### src/rtl/input_link_router_ingress_if.sv
// Link-side bundle of the router ingress stage: incoming link words, downstream
// pacing, stall inputs, and the assembled header / payload outputs.
interface input_link_router_ingress_if;
    logic [31:0]  in_data;
    logic         next_ready;
    logic         transmit_link_output_buffer_full;
    logic [3:0]   hardware_subunit_input_buffer_full;
    logic [127:0] header_out;
    logic [31:0]  payload_out;
    logic         ready;

    // Driver side: deserializer / downstream pacing / stall sources.
    modport master (
        output in_data,
        output next_ready,
        output transmit_link_output_buffer_full,
        output hardware_subunit_input_buffer_full,
        input  header_out,
        input  payload_out,
        input  ready
    );

    // Ingress block side.
    modport slave (
        input  in_data,
        input  next_ready,
        input  transmit_link_output_buffer_full,
        input  hardware_subunit_input_buffer_full,
        output header_out,
        output payload_out,
        output ready
    );
endinterface

### src/rtl/input_link_router_ingress.sv
// Ingress stage of an input-link router. Reassembles 3DW/4DW TLP headers from a
// 32-bit zero-separated link word stream, hands the 128-bit header downstream
// as a one-cycle pulse, then forwards the payload one DW at a time through a
// one-word pending buffer when downstream is not ready.
module input_link_router_ingress #(
    parameter int LINK_NUMBER      = 0,
    parameter int DATA_WIDTH       = 32,
    parameter int SUBUNIT_QUANTITY = 0
) (
    input  logic                        clk,
    input  logic                        rst_n,
    input_link_router_ingress_if.slave  link
);

    // Only a 32-bit link is supported; the other parameters are informational.
    if ((DATA_WIDTH != 32) || (LINK_NUMBER < 0) || (SUBUNIT_QUANTITY < 0)) begin : g_unsupported_cfg
    end

    typedef enum logic [2:0] {
        ST_HDR0     = 3'd0,
        ST_HDR1     = 3'd1,
        ST_HDR2     = 3'd2,
        ST_HDR3     = 3'd3,
        ST_HDR_DONE = 3'd4,
        ST_PAYLOAD  = 3'd5
    } state_e;

    // Wire order of DW0 is byte-reversed relative to the header layout.
    function automatic logic [31:0] byte_reverse(input logic [31:0] w);
        byte_reverse = {w[7:0], w[15:8], w[23:16], w[31:24]};
    endfunction

    state_e         state_q,       state_d;
    logic [31:0]    prev_q,        prev_d;
    logic [127:0]   hdr_q,         hdr_d;
    logic           is_4dw_q,      is_4dw_d;
    logic           has_pl_q,      has_pl_d;
    logic [10:0]    cnt_q,         cnt_d;
    logic           pend_valid_q,  pend_valid_d;
    logic [31:0]    pend_data_q,   pend_data_d;
    logic [127:0]   header_out_q,  header_out_d;
    logic [31:0]    payload_out_q, payload_out_d;
    logic           ready_q,       ready_d;

    logic           stall_s;
    logic           capture_s;
    logic           hdr_complete_s;
    logic           handoff_s;
    logic           fwd_s;
    logic [31:0]    fwd_data_s;
    logic [2:0]     fmt_s;
    logic [9:0]     len_s;
    state_e         after_hdr_s;

    assign link.header_out  = header_out_q;
    assign link.payload_out = payload_out_q;
    assign link.ready       = ready_q;

    // Decode this edge's events: stall, word capture, header handoff, payload forward.
    always_comb begin
        stall_s     = link.transmit_link_output_buffer_full |
                      (|link.hardware_subunit_input_buffer_full);
        capture_s   = (link.in_data != 32'h0000_0000) && (prev_q == 32'h0000_0000) &&
                      !stall_s && ready_q;
        fmt_s       = link.in_data[7:5];
        len_s       = {link.in_data[17:16], link.in_data[31:24]};
        after_hdr_s = has_pl_q ? ST_PAYLOAD : ST_HDR0;
        case (state_q)
            ST_HDR2:     hdr_complete_s = capture_s && !is_4dw_q;
            ST_HDR3:     hdr_complete_s = capture_s;
            ST_HDR_DONE: hdr_complete_s = 1'b1;
            default:     hdr_complete_s = 1'b0;
        endcase
        handoff_s  = hdr_complete_s && link.next_ready && !stall_s;
        fwd_s      = (state_q == ST_PAYLOAD) && link.next_ready && !stall_s &&
                     (pend_valid_q || capture_s);
        fwd_data_s = pend_valid_q ? pend_data_q : link.in_data;
    end

    // Next-state logic of the header/payload sequencer.
    always_comb begin
        state_d = state_q;
        case (state_q)
            ST_HDR0: begin
                if (capture_s) state_d = ST_HDR1;
                else           state_d = ST_HDR0;
            end
            ST_HDR1: begin
                if (capture_s) state_d = ST_HDR2;
                else           state_d = ST_HDR1;
            end
            ST_HDR2: begin
                if (!capture_s)    state_d = ST_HDR2;
                else if (is_4dw_q) state_d = ST_HDR3;
                else if (handoff_s) state_d = after_hdr_s;
                else               state_d = ST_HDR_DONE;
            end
            ST_HDR3: begin
                if (!capture_s)     state_d = ST_HDR3;
                else if (handoff_s) state_d = after_hdr_s;
                else                state_d = ST_HDR_DONE;
            end
            ST_HDR_DONE: begin
                if (handoff_s) state_d = after_hdr_s;
                else           state_d = ST_HDR_DONE;
            end
            ST_PAYLOAD: begin
                if (fwd_s && (cnt_q == 11'd1)) state_d = ST_HDR0;
                else                           state_d = ST_PAYLOAD;
            end
            default: state_d = ST_HDR0;
        endcase
    end

    // Datapath and registered-output next values.
    always_comb begin
        prev_d      = link.in_data;
        hdr_d       = hdr_q;
        is_4dw_d    = is_4dw_q;
        has_pl_d    = has_pl_q;
        cnt_d       = cnt_q;
        pend_valid_d = pend_valid_q;
        pend_data_d  = pend_data_q;

        if (fwd_s) begin
            cnt_d = cnt_q - 11'd1;
        end else begin
            cnt_d = cnt_q;
        end

        if (capture_s) begin
            case (state_q)
                ST_HDR0: begin
                    hdr_d    = {96'h0, byte_reverse(link.in_data)};
                    is_4dw_d = fmt_s[0];
                    has_pl_d = fmt_s[1];
                    // A zero length field encodes the maximum of 1024 DWs.
                    cnt_d    = (len_s == 10'd0) ? 11'd1024 : {1'b0, len_s};
                end
                ST_HDR1: hdr_d[63:32]  = link.in_data;
                ST_HDR2: hdr_d[95:64]  = link.in_data;
                ST_HDR3: hdr_d[127:96] = link.in_data;
                default: hdr_d = hdr_q;
            endcase
        end else begin
            hdr_d = hdr_q;
        end

        // A payload DW that cannot go downstream now is parked until next_ready.
        if ((state_q == ST_PAYLOAD) && capture_s && !link.next_ready) begin
            pend_valid_d = 1'b1;
            pend_data_d  = link.in_data;
        end else if (fwd_s && pend_valid_q) begin
            pend_valid_d = 1'b0;
            pend_data_d  = 32'h0000_0000;
        end else begin
            pend_valid_d = pend_valid_q;
            pend_data_d  = pend_data_q;
        end

        header_out_d  = handoff_s ? hdr_d : 128'h0;
        payload_out_d = fwd_s ? fwd_data_s : 32'h0000_0000;
        ready_d       = !stall_s && (state_d != ST_HDR_DONE) && !pend_valid_d;
    end

    // Sequencer state register.
    always_ff @(posedge clk or negedge rst_n) begin
        if (!rst_n) begin
            state_q <= ST_HDR0;
        end else begin
            state_q <= state_d;
        end
    end

    // Datapath registers and registered outputs.
    always_ff @(posedge clk or negedge rst_n) begin
        if (!rst_n) begin
            prev_q        <= 32'h0000_0000;
            hdr_q         <= 128'h0;
            is_4dw_q      <= 1'b0;
            has_pl_q      <= 1'b0;
            cnt_q         <= 11'd0;
            pend_valid_q  <= 1'b0;
            pend_data_q   <= 32'h0000_0000;
            header_out_q  <= 128'h0;
            payload_out_q <= 32'h0000_0000;
            ready_q       <= 1'b0;
        end else begin
            prev_q        <= prev_d;
            hdr_q         <= hdr_d;
            is_4dw_q      <= is_4dw_d;
            has_pl_q      <= has_pl_d;
            cnt_q         <= cnt_d;
            pend_valid_q  <= pend_valid_d;
            pend_data_q   <= pend_data_d;
            header_out_q  <= header_out_d;
            payload_out_q <= payload_out_d;
            ready_q       <= ready_d;
        end
    end

endmodule

### src/flat_wrapper.sv
// flat-port wrapper written by rule: the top's interface ports become plain ports
module input_link_router_ingress_flat 
#(
    parameter int LINK_NUMBER      = 0,
    parameter int DATA_WIDTH       = 32,
    parameter int SUBUNIT_QUANTITY = 0
)
  (clk, rst_n, link_in_data, link_next_ready, link_transmit_link_output_buffer_full, link_hardware_subunit_input_buffer_full, link_header_out, link_payload_out, link_ready);
  input_link_router_ingress_if link_i ();
  input  logic clk;
  input  logic rst_n;
  input wire logic [$bits(link_i.in_data)-1:0] link_in_data;
  input wire logic [$bits(link_i.next_ready)-1:0] link_next_ready;
  input wire logic [$bits(link_i.transmit_link_output_buffer_full)-1:0] link_transmit_link_output_buffer_full;
  input wire logic [$bits(link_i.hardware_subunit_input_buffer_full)-1:0] link_hardware_subunit_input_buffer_full;
  output wire logic [$bits(link_i.header_out)-1:0] link_header_out;
  output wire logic [$bits(link_i.payload_out)-1:0] link_payload_out;
  output wire logic [$bits(link_i.ready)-1:0] link_ready;
  assign link_i.in_data = link_in_data;
  assign link_i.next_ready = link_next_ready;
  assign link_i.transmit_link_output_buffer_full = link_transmit_link_output_buffer_full;
  assign link_i.hardware_subunit_input_buffer_full = link_hardware_subunit_input_buffer_full;
  assign link_header_out = link_i.header_out;
  assign link_payload_out = link_i.payload_out;
  assign link_ready = link_i.ready;
  input_link_router_ingress #(.LINK_NUMBER(LINK_NUMBER), .DATA_WIDTH(DATA_WIDTH), .SUBUNIT_QUANTITY(SUBUNIT_QUANTITY)) u_core (.clk(clk), .rst_n(rst_n), .link(link_i));
endmodule
### config.mk
export PLATFORM = sky130hd
export DESIGN_NAME = input_link_router_ingress_flat
export DESIGN_NICKNAME = d
export VERILOG_FILES = /design/src/rtl/input_link_router_ingress_if.sv /design/src/rtl/input_link_router_ingress.sv /design/src/flat_wrapper.sv
export SDC_FILE = /design/constraint.sdc
export NUM_CORES = 1
export LEC_CHECK = 0
export CORE_MARGIN = 4
export CORE_UTILIZATION = 50
export DETAILED_ROUTE_END_ITERATION = 16
export PLACE_DENSITY = 0.75
export SLEW_MARGIN = 20
export SYNTH_ARGS = -nofsm -noshare
export SYNTH_HDL_FRONTEND = slang
export SYNTH_SLANG_ARGS = --single-unit
### constraint.sdc
create_clock -name clk -period 5.2 [get_ports clk]
set_input_delay 1.3 -clock clk [delete_from_list [all_inputs] [get_ports clk]]
set_output_delay 1.3 -clock clk [all_outputs]
set_load 0.05 [all_outputs]
Yosys cells after proc, flatten, opt, wreduce, memory -nomap -nowiden. Cells that the tools add are included.

Bits in registers: 370. Latch bits: 0. Bits in writable memories: 0. ROM bits: 0. Input bits: 40. Output and inout port bits: 161. Memories: 0.

Add/sub/neg operators: 1. Multipliers: 0. Div/mod/pow operators: 0. $lt $le $gt $ge: 0. Eq/ne operators: 7. Shifts and indexed selects: 0. Muxes and demuxes: 26. Bitwise operators: 1. Reduce and logical (&&, ||, !) cells: 27.

Operator list (number): two-way mux 128 bit (2); one-hot mux 32 bit (2 select lines) (3); two-way mux 32 bit (5); two-way mux 11 bit (4); logical NOT 32 bit (1); nonzero test 32 bit (1); two-way mux 3 bit (6); one-hot mux 3 bit (6 select lines) (1); logical AND 1 bit (15); == test 11 x 1 -> 1 bit, second input constant (1); subtractor 11 x 1 -> 11 bit, second input constant (1); logical NOT 10 bit (1); == test 3 x 2 -> 1 bit, second input constant (2); == test 3 bit, second input constant (2); logical NOT 1 bit (4); OR reduction 4 bit (1); == test 3 x 1 -> 1 bit, second input constant (1); logical NOT 3 bit (1); two-way mux 1 bit (3); != test 3 bit, second input constant (1); one-hot mux 1 bit (3 select lines) (1); two-way mux 2 bit (1); AND reduction 2 bit (1); nonzero test 2 bit (1); 2 further kinds (2).

Longest topological paths before layout.
Depth after elaboration: 16. Mapped depth: 10. Mapped depth without buffers: 6.

Least setup slack after synthesis. No wires, ideal clock.

Kind: input to register. Start point: input link_hardware_subunit_input_buffer_full[1]. End point: register u_core.pend_data_q[1]. Library setup time: 0.121 ns. Data arrival time: 3.587 ns. Setup slack: 1.492 ns. Stages: 8. Cells stage by stage: or4_4 > nand4bb_4 > or4_1 > buf_2 > nor4_4 > nor2_1 > buf_2 > a22o_1.

Cells in the longest elaborated chain, start to end: 9. Elaborated cells between the ends (all ways): 13. Classes of those cells: 1 x mux; 1 x bitwise; 11 x reduce/logical.

RTL lines: start: declaration (RTL line flat_wrapper.sv:15) `input wire logic [$bits(link_i.hardware_subunit_input_buffer_full)-1:0] link_hardware_subunit_input_buffer_ful ...`; OR reduction 4 bit * (RTL line input_link_router_ingress.sv:62) `(|link.hardware_subunit_input_buffer_full);`; bitwise OR 1 bit * (RTL line input_link_router_ingress.sv:61) `stall_s = link.transmit_link_output_buffer_full |`; logical NOT 1 bit * (RTL line input_link_router_ingress.sv:64, input_link_router_ingress.sv:75); logical AND 1 bit (RTL line input_link_router_ingress.sv:63) `capture_s = (link.in_data != 32'h0000_0000) && (prev_q == 32'h0000_0000) &&`; logical AND 1 bit (RTL line input_link_router_ingress.sv:64) `!stall_s && ready_q;`; logical OR 1 bit (RTL line input_link_router_ingress.sv:76) `(pend_valid_q || capture_s);`; logical AND 1 bit (RTL line input_link_router_ingress.sv:75) `fwd_s = (state_q == ST_PAYLOAD) && link.next_ready && !stall_s &&`; logical AND 1 bit (RTL line input_link_router_ingress.sv:153) `end else if (fwd_s && pend_valid_q) begin`; nonzero test 2 bit (no source line); end signal: assignment (RTL line input_link_router_ingress.sv:195) `pend_data_q <= pend_data_d;`; end: declaration (RTL line input_link_router_ingress.sv:40) `logic [31:0] pend_data_q, pend_data_d;`.

Mark *: on every way between the ends. The rest lies on a longest branch, timed or not. A chain may end at the register's enable or synchronous reset.

Worst setup path in the final report.
Start point: input link_in_data[14]. End point: register u_core.payload_out_q[7], in the netlist u_core.link.payload_out[7].

Cells in the longest elaborated chain, start to end: 7.

RTL lines: start: declaration (RTL line flat_wrapper.sv:12) `input wire logic [$bits(link_i.in_data)-1:0] link_in_data;`; nonzero test 32 bit (RTL line input_link_router_ingress.sv:63); logical AND 1 bit (2 in a row) (RTL line input_link_router_ingress.sv:63); logical AND 1 bit (RTL line input_link_router_ingress.sv:64); logical OR 1 bit (RTL line input_link_router_ingress.sv:76); logical AND 1 bit (RTL line input_link_router_ingress.sv:75); two-way mux 32 bit (RTL line input_link_router_ingress.sv:162) `payload_out_d = fwd_s ? fwd_data_s : 32'h0000_0000;`; via u_core.payload_out_d[7] (RTL line input_link_router_ingress.sv:42) `logic [31:0] payload_out_q, payload_out_d;`; end signal: assignment (RTL line input_link_router_ingress.sv:197) `payload_out_q <= payload_out_d;`; end: declaration (RTL line input_link_router_ingress.sv:42).

The timed path passes the listed nets, and every way through them passes these cells.

==> results.yml <==
status:
  status: "finished, final reports clean"
sta:
  setup_ws_ns: 0.8929
  fin_setup_tns_ns: 0
  max_slew.worst_pin.slew_ns: 1.099
  setup_viol: 0
  fin_crit_ns: 4.307
  final_max_slew_viol_count: 0
  rsz0062_at_grt: "no"
  fmaxAchievable_mhz: 232.2
  max_slew_margin_pct: 26.76
  clock-skew-final_ns: 0.01315
  hold_viol_final: 0
  finalCritPeriodShare_pct: 82.83
  whs_ns: 0.4593
clocking:
  tritoncts: "yes"
  cts_hold_buf: 0
  cts_root_buf: "clkbuf_16"
  cts.clk_slew.worst_paths_ns: 0.06
  clock_sinks: 370
  htreeDepth: 2
  cts_setup_buffers: 0
  cts-resized-gates: 0
  cts_made_buffers: 37
  cts.path.max_buffers: 3
  clk_latency_ns: 0.51
yosys:
  yosys.area.top_type_share_pct: 69.14
  yosysMostFrequentCell: "dfrtp_1"
  syn_avg_cell_area_sq_um: 11.76
  ys_seq_elements: 370
  synth_area_sq_mm: 0.01339
  synth_top_flop_cell: "dfrtp_1"
  ys_types: 46
  synth_area_leaders: "dfrtp_1 (69%), nand2_1 (6.4%), a22o_1 (4.2%)"
  ys_warn_count: 0
  ys_seq_area_share_pct: 69.14
  syn-num-nets: 1181
  async_reset_ff_share_pct: 100.0
  ys_top_cells_by_count: "dfrtp_1 (370), nand2_1 (228), a21oi_1 (97)"
  syn_inst: 1139
  synth_top_cell_by_area: "dfrtp_1"
  synth-edff-count: 0
placement:
  routabilityCongestion: 0.8274
  placed_cell_area_sq_mm: 0.01597
  dp_slack_ns: 0.4136
  dp_hpwl_um: 22700
  port_buffers: 200
detailed_routing:
  ant_nets: 0
  vias: 9782
  firstDrtPassIters: 5
  avgRoutedWirePerCell_um: 21.05
  drc_errors: 0
  viasPerCell: 5.691
  routed_wl_um: 36190
  drt_iter0_markers: 876
global_routing:
  grt_start_max_net_pins: 125
  overflow: 0
  grt_pass1_vias: 9971
  antenna_found_initial: 0
  grt_usage_pct: 24.71
  grt_pass1_wl_um: 56430
cells_and_area:
  utilization_pct: 65.57
  drive_gt1_share_pct: 9.321
  final_cell_area_sq_mm: 0.01718
  n_fill_cell: 1921
  multiInputGateArea_sq_mm: 0.003816
  area_delta_synth_final_pct: 28.31
  antennaDiodeCount: 0
  seq_area_sq_mm: 0.009260
  fin_nets: 1401
floorplan:
  ios: 201
  dieWidth_um: 171.7
  die_h_um: 171.7
  coreArea_sq_mm: 0.02621
  start_util_pct: 51.10
  num_rows: 59
  die-area_sq_mm: 0.02947
power_and_ir_drop:
  p_leak_nw: 8.083
  switching_share_pct: 20.60
  comb_power_share_pct: 3.0
  power_density_mw_per_mm2: 332.3
  power.share.clock_pct: 46.2
  p_int_w: 0.004534
  vdd_ir_drop_max_mv: 0.1845
  p_sw_w: 0.001176
  seqPwrFrac_pct: 50.8
worst_setup_path:
  start_kind: "input port"
  crit_type: "in2reg"
  arrival_ns: 4.69
  cp_cell_sequence: "clkdlybuf4s50_1, buf_4, nor4_1, nand4_1, or3_1, a31oi_4, buf_4, nor2_1"
  cp_common_cell: "buf_4"
  crit_family: "simple AND/OR/NAND/NOR gates"
  cpPeakStageDelay_ns: 0.71
  cp_num_buf_inv: 3
  cp.required_ns: 5.58
  path_max_fanout: 26
  worstSetupEndpointType: "register"
  crit_slowest_cell: "nor4_1"
min_path:
  worstHoldPathType: "reg2reg"
job:
  maxCapViolations: 0
==> final timing paths <==
| check | from | to | slack, ns | cells after the start |
|---|---|---|---|---|
| max | link_in_data[14] | u_core.link.payload_out[7] | 0.89 | 8 |
| min | u_core.hdr_q[1] | u_core.hdr_q[1] | 0.46 | 2 |
| max reg2reg | u_core.prev_q[7] | u_core.link.header_out[84] | 1.88 | 7 |
| min reg2reg | u_core.hdr_q[1] | u_core.hdr_q[1] | 0.46 | 2 |
| max in group asynchronous | rst_n | u_core.hdr_q[86] | 3.27 | 2 |
| min in group asynchronous | rst_n | u_core.link.header_out[5] | 0.82 | 1 |
==> flip-flops by register name, indices dropped and copies added, names as in the netlist <==
name                     cells
u_core.state_q               3
u_core.hdr_q               128
u_core.link.ready            1
u_core.pend_data_q          32
u_core.link.payload_out     32
u_core.cnt_q                11
u_core.prev_q               32
u_core.is_4dw_q              1
u_core.has_pl_q              1
u_core.pend_valid_q          1
u_core.link.header_out     128
==> kinds of logic after synthesis <==
kind of cell / after synthesis / synth area share, %
adders and majority gates: 2 / 0.1868
buffers and inverters: 83 / 2.672
AOI/OAI and AO/OA: 195 / 9.605
muxes: 33 / 2.476
DFF: 370 / 69.14
and+or+nand+nor: 456 / 15.92
==> power groups by stage <==
| stage | clock (W) | combinational [W] | sequential, W |
|---|---|---|---|
| 6_report | 0.00264 | 0.000173 | 0.00290 |
| 5_1_grt | 0.00281 | 0.000190 | 0.00290 |
| 4_1_cts | 0.00268 | 0.000176 | 0.00290 |
| 3_5_place_dp | 0 | 0.000174 | 0.00295 |
| 3_3_place_gp | 0 | 0.000172 | 0.00295 |
| 2_1_floorplan | 0 | 0.0000212 | 0.00295 |
==> placed cells by master (no fill, tap or decap), drive strengths merged, types with 2 or more instances in the layout <==
| master | instances |
|---|---|
| dfrtp | 370 |
| nand2 | 228 |
| clkdlybuf4s50 | 199 |
| a21oi | 97 |
| nand3 | 77 |
| a22o | 64 |
| buf | 58 |
| clkbuf | 58 |
| nor2 | 55 |
| nor2b | 37 |
| mux2i | 32 |
| nor4 | 19 |
| a31oi | 10 |
| or4 | 9 |
| inv | 8 |
| o31ai | 6 |
| nor3 | 6 |
| o21ai | 6 |
| or3 | 5 |
| nand4 | 3 |
| nand4b | 3 |
| or2 | 3 |
| and3 | 3 |
| a31o | 3 |
| o21a | 2 |
| nand3b | 2 |
| and2 | 2 |
| ha | 2 |
| clkinv | 2 |
| bufinv | 2 |
==> routing by layer <==
layer,GRT usage [%],vias to the layer above,share of wire (%)
li1,-,4343,-
met1,34.88,4991,42
met2,40.16,389,49
met3,4.666,59,7.3
met4,6.304,0,2.1
met5,0,-,0
==> final cells by class <==
| cell class | instances | share of cell area, % |
|---|---|---|
| sequential | 370 | 53.89 |
| clock buffer | 58 | 6.561 |
| tap | 335 | 2.439 |
| multi-input combinational | 686 | 22.21 |
| inverter | 7 | 0.1529 |
| timing repair buffer | 257 | 14.24 |
| clock inverter | 6 | 0.5024 |
==> worst min-delay path, cell delays in order (launching register included) <==
cell and delay, ns:
dfrtp_1 0.32, nand2_1 0.06, nand2_1 0.05
==> stage by stage <==
step,total power (W),std cells
6_report,0.005710,1719
5_1_grt,0.005897,1719
4_1_cts,0.005752,1719
3_5_place_dp,0.003124,1655
3_3_place_gp,0.003122,1655
2_1_floorplan,0.002971,1139
No activity file was read; power rests on OpenSTA's default activity.
==> variant: new RTL, same settings <==
Re-encode `state_e` (6 states) as one-hot, 6 bits wide.
--- a/src/rtl/input_link_router_ingress.sv
+++ b/src/rtl/input_link_router_ingress.sv
@@ -16,13 +16,13 @@
     if ((DATA_WIDTH != 32) || (LINK_NUMBER < 0) || (SUBUNIT_QUANTITY < 0)) begin : g_unsupported_cfg
     end
 
-    typedef enum logic [2:0] {
-        ST_HDR0     = 3'd0,
-        ST_HDR1     = 3'd1,
-        ST_HDR2     = 3'd2,
-        ST_HDR3     = 3'd3,
-        ST_HDR_DONE = 3'd4,
-        ST_PAYLOAD  = 3'd5
+    typedef enum logic [5:0] {
+        ST_HDR0     = 6'b000001,
+        ST_HDR1     = 6'b000010,
+        ST_HDR2     = 6'b000100,
+        ST_HDR3     = 6'b001000,
+        ST_HDR_DONE = 6'b010000,
+        ST_PAYLOAD  = 6'b100000
     } state_e;
 
     // Wire order of DW0 is byte-reversed relative to the header layout.
Behaviour: same outputs for any inputs over 4 cycles, from zero or initial values and one cycle with rst_n low; so few cycles prove little.
==> variant against the original RTL <==
  * Count of clock-buffer cells in the layout down 2
  * Sequential cell count up 3
  * Final area up 5.0%
  * Worst hold slack worse by 0.0062 ns
  * Via count up 7.3%
  * Synthesized area up 7.7%
  * Critical path type unchanged
  * Largest power group unchanged
  * Power up 2.2%
  * Register-to-register slack worse by 0.02 ns
  * Worst setup slack better by 0.28 ns
  * Wire length up 4.5%
==> variant: results <==
group,metric,value,unit
layout,fill_cells,2170,
global_routing,grt_pass1_wl,58770,um
hold_path,hold_path_class,"flip-flop to flip-flop",
critical_path,rr_worst_depth,7,
global_routing,grt_util_met1,33.46,%
clock_network,cts_made_buffers,37,
routing,vias_per_cell,5.472,
global_routing,grt_pass1_vias,10502,
critical_path,cp_max_fo,17,
layout,finalNetCount,1554,
run_status,status,"complete, no violations",
clock_network,root_buffer,"clkbuf_16",
global_routing,grtUsageTotal,23.99,%
hold_path,hold_depth,1,
clock_network,clk_latency,0.52,ns
routing,drt-total-wl,37810,um
pwr,ir_worst_vdd,220.5,uV
synthesis,synth_seq_area_share,64.75,%
routing,met1_length,16050,um
synthesis,ys_types,56,
placement,routabilityCongestion,0.9235,
routing,drt_iter0_drc,829,
clock_network,h-tree-depth,2,
routing,top_layer,"met5",
hold_path,worstHoldEndpoint,"u_core.state_q[0]$_DFF_PN1_",
routing,drc,0,
pwr,power_leakage,0.008408,uW
clock_network,cts_setup_buffers,0,
global_routing,grt_antenna_before_repair,2,
critical_path,r2r-start,"u_core.prev_q[27]$_DFF_PN0_",
synthesis,yosysWarnings,0,
timing,finClkSkew,0.01813,ns
global_routing,grt_use_met3,5.156,%
clock_network,cts_buffer_depth,3,
global_routing,grt_use_met2,38.56,%
clock_network,path_clk_slew,0.06,ns
synthesis,yosys-top-cells-area,"dfrtp_1 (65%), nand2_1 (10%), a21oi_2 (3.9%)",
synthesis,yosys-top-cells-count,"nand2_1 (403), dfrtp_1 (372), a21oi_1 (80), nand3_1 (73), a21oi_2 (65)",
placement,hpwlAfterDp,23830,um
critical_path,rrSetupSlack,1.86,ns
hold_path,hold_start,"u_core.has_pl_q$_DFFE_PN0P_",
clock_network,cts_resized,0,
synthesis,synthArstFlopShare,100.0,%
timing,max-slew-margin-rel,21.98,%
routing,firstDrtPassIters,5,
critical_path,timing.rr.end,"u_core.link.header_out[35]$_DFF_PN0_",
synthesis,syn_nets,1354,
routing,wl_met2,18300,um
global_routing,grt_max_degree,123,
placement,port_buffers,200,
critical_path,cp.arrival,4.48,ns
layout,drive_gt1_share,12.40,%
routing,met3_wirelength,2510,um
timing,whs,0.4532,ns
placement,dpl-instance-area,16760,sq um
-- variant: changes by cell type after synthesis, sizes merged, moves of 7 or more --
cell / change
nand2: +176
a22o: -64
a21oi: +49
nor2b: -34
o21ai: +34
buf: +26
clkbuf: -18
mux2i: +11
a31oi: -9
nor2: -8
or4: -8
a21boi: +7
-- variant: power by group --
part,leakage [uW],switching [uW],total (uW),internal (uW)
Clock,0.000632,1080,2740,1670
Sequential,0.00508,3.54,2920,2920
Combinational,0.00269,124,175,50.6
Total,0.00841,1200,5840,4630
-- variant: final cells by class --
class                   instances  area (sq um)  area share [%]
flip-flops and latches        373          9336           51.74
multi-input cells             850          4529           25.10
repair buffers                245          2407           13.34
clock buffers                  56          1140           6.317
well taps                     378         473.0           2.621
clock inverters                11         140.1          0.7766
inverters                       5         18.77          0.1040
-- variant: worst max path at each step --
| stage | end | start | slack (ns) | depth (start not counted) |
|---|---|---|---|---|
| 6_report | u_core.link.header_out[35]$_DFF_PN0_ | link_hardware_subunit_input_buffer_full[1] | 1.17 | 8 |
| 5_1_grt | u_core.link.header_out[37]$_DFF_PN0_ | link_hardware_subunit_input_buffer_full[1] | 0.94 | 8 |
| 4_1_cts | u_core.link.header_out[35]$_DFF_PN0_ | link_hardware_subunit_input_buffer_full[1] | 1.21 | 8 |
| 3_5_place_dp | u_core.link.header_out[37]$_DFF_PN0_ | link_hardware_subunit_input_buffer_full[1] | 0.64 | 8 |
| 3_3_place_gp | u_core.link.header_out[39]$_DFF_PN0_ | link_hardware_subunit_input_buffer_full[1] | 0.69 | 8 |
| 2_1_floorplan | u_core.link.header_out[37]$_DFF_PN0_ | link_in_data[27] | 2.07 | 10 |
-- variant: critical path: stages --
cell and delay (ns):
clkdlybuf4s50_1 0.45, nor4_4 0.44, nand4b_2 0.23, or3_4 0.46, nor4_4 0.88, buf_4 0.39, nand2_1 0.12, a21oi_2 0.18
-- variant: through the flow --
step / utilization, % / power, uW / cells / setup WS [ns]
after detailed placement: 59.69 / 3148 / 1851 / 0.6366
final: 64.25 / 5837 / 1918 / 1.173
after floorplan: - / 2990 / 1312 / 2.075
after global placement: 59.69 / 3147 / 1851 / 0.6932
after global routing: 64.25 / 6021 / 1918 / 0.9441
after CTS: 64.25 / 5889 / 1918 / 1.206
-- variant: logic make-up (layout without fill, tap and decap cells) --
family / Yosys count / in the layout / share of synthesized area (%)
buf+inv: 89 / 317 / 3.914
compound gates: 216 / 216 / 10.28
xor+xnor: 1 / 1 / 0.06076
mux: 44 / 44 / 3.064
flops: 373 / 373 / 64.75
simple gates: 587 / 587 / 17.76
fa+ha+maj: 2 / 2 / 0.1736
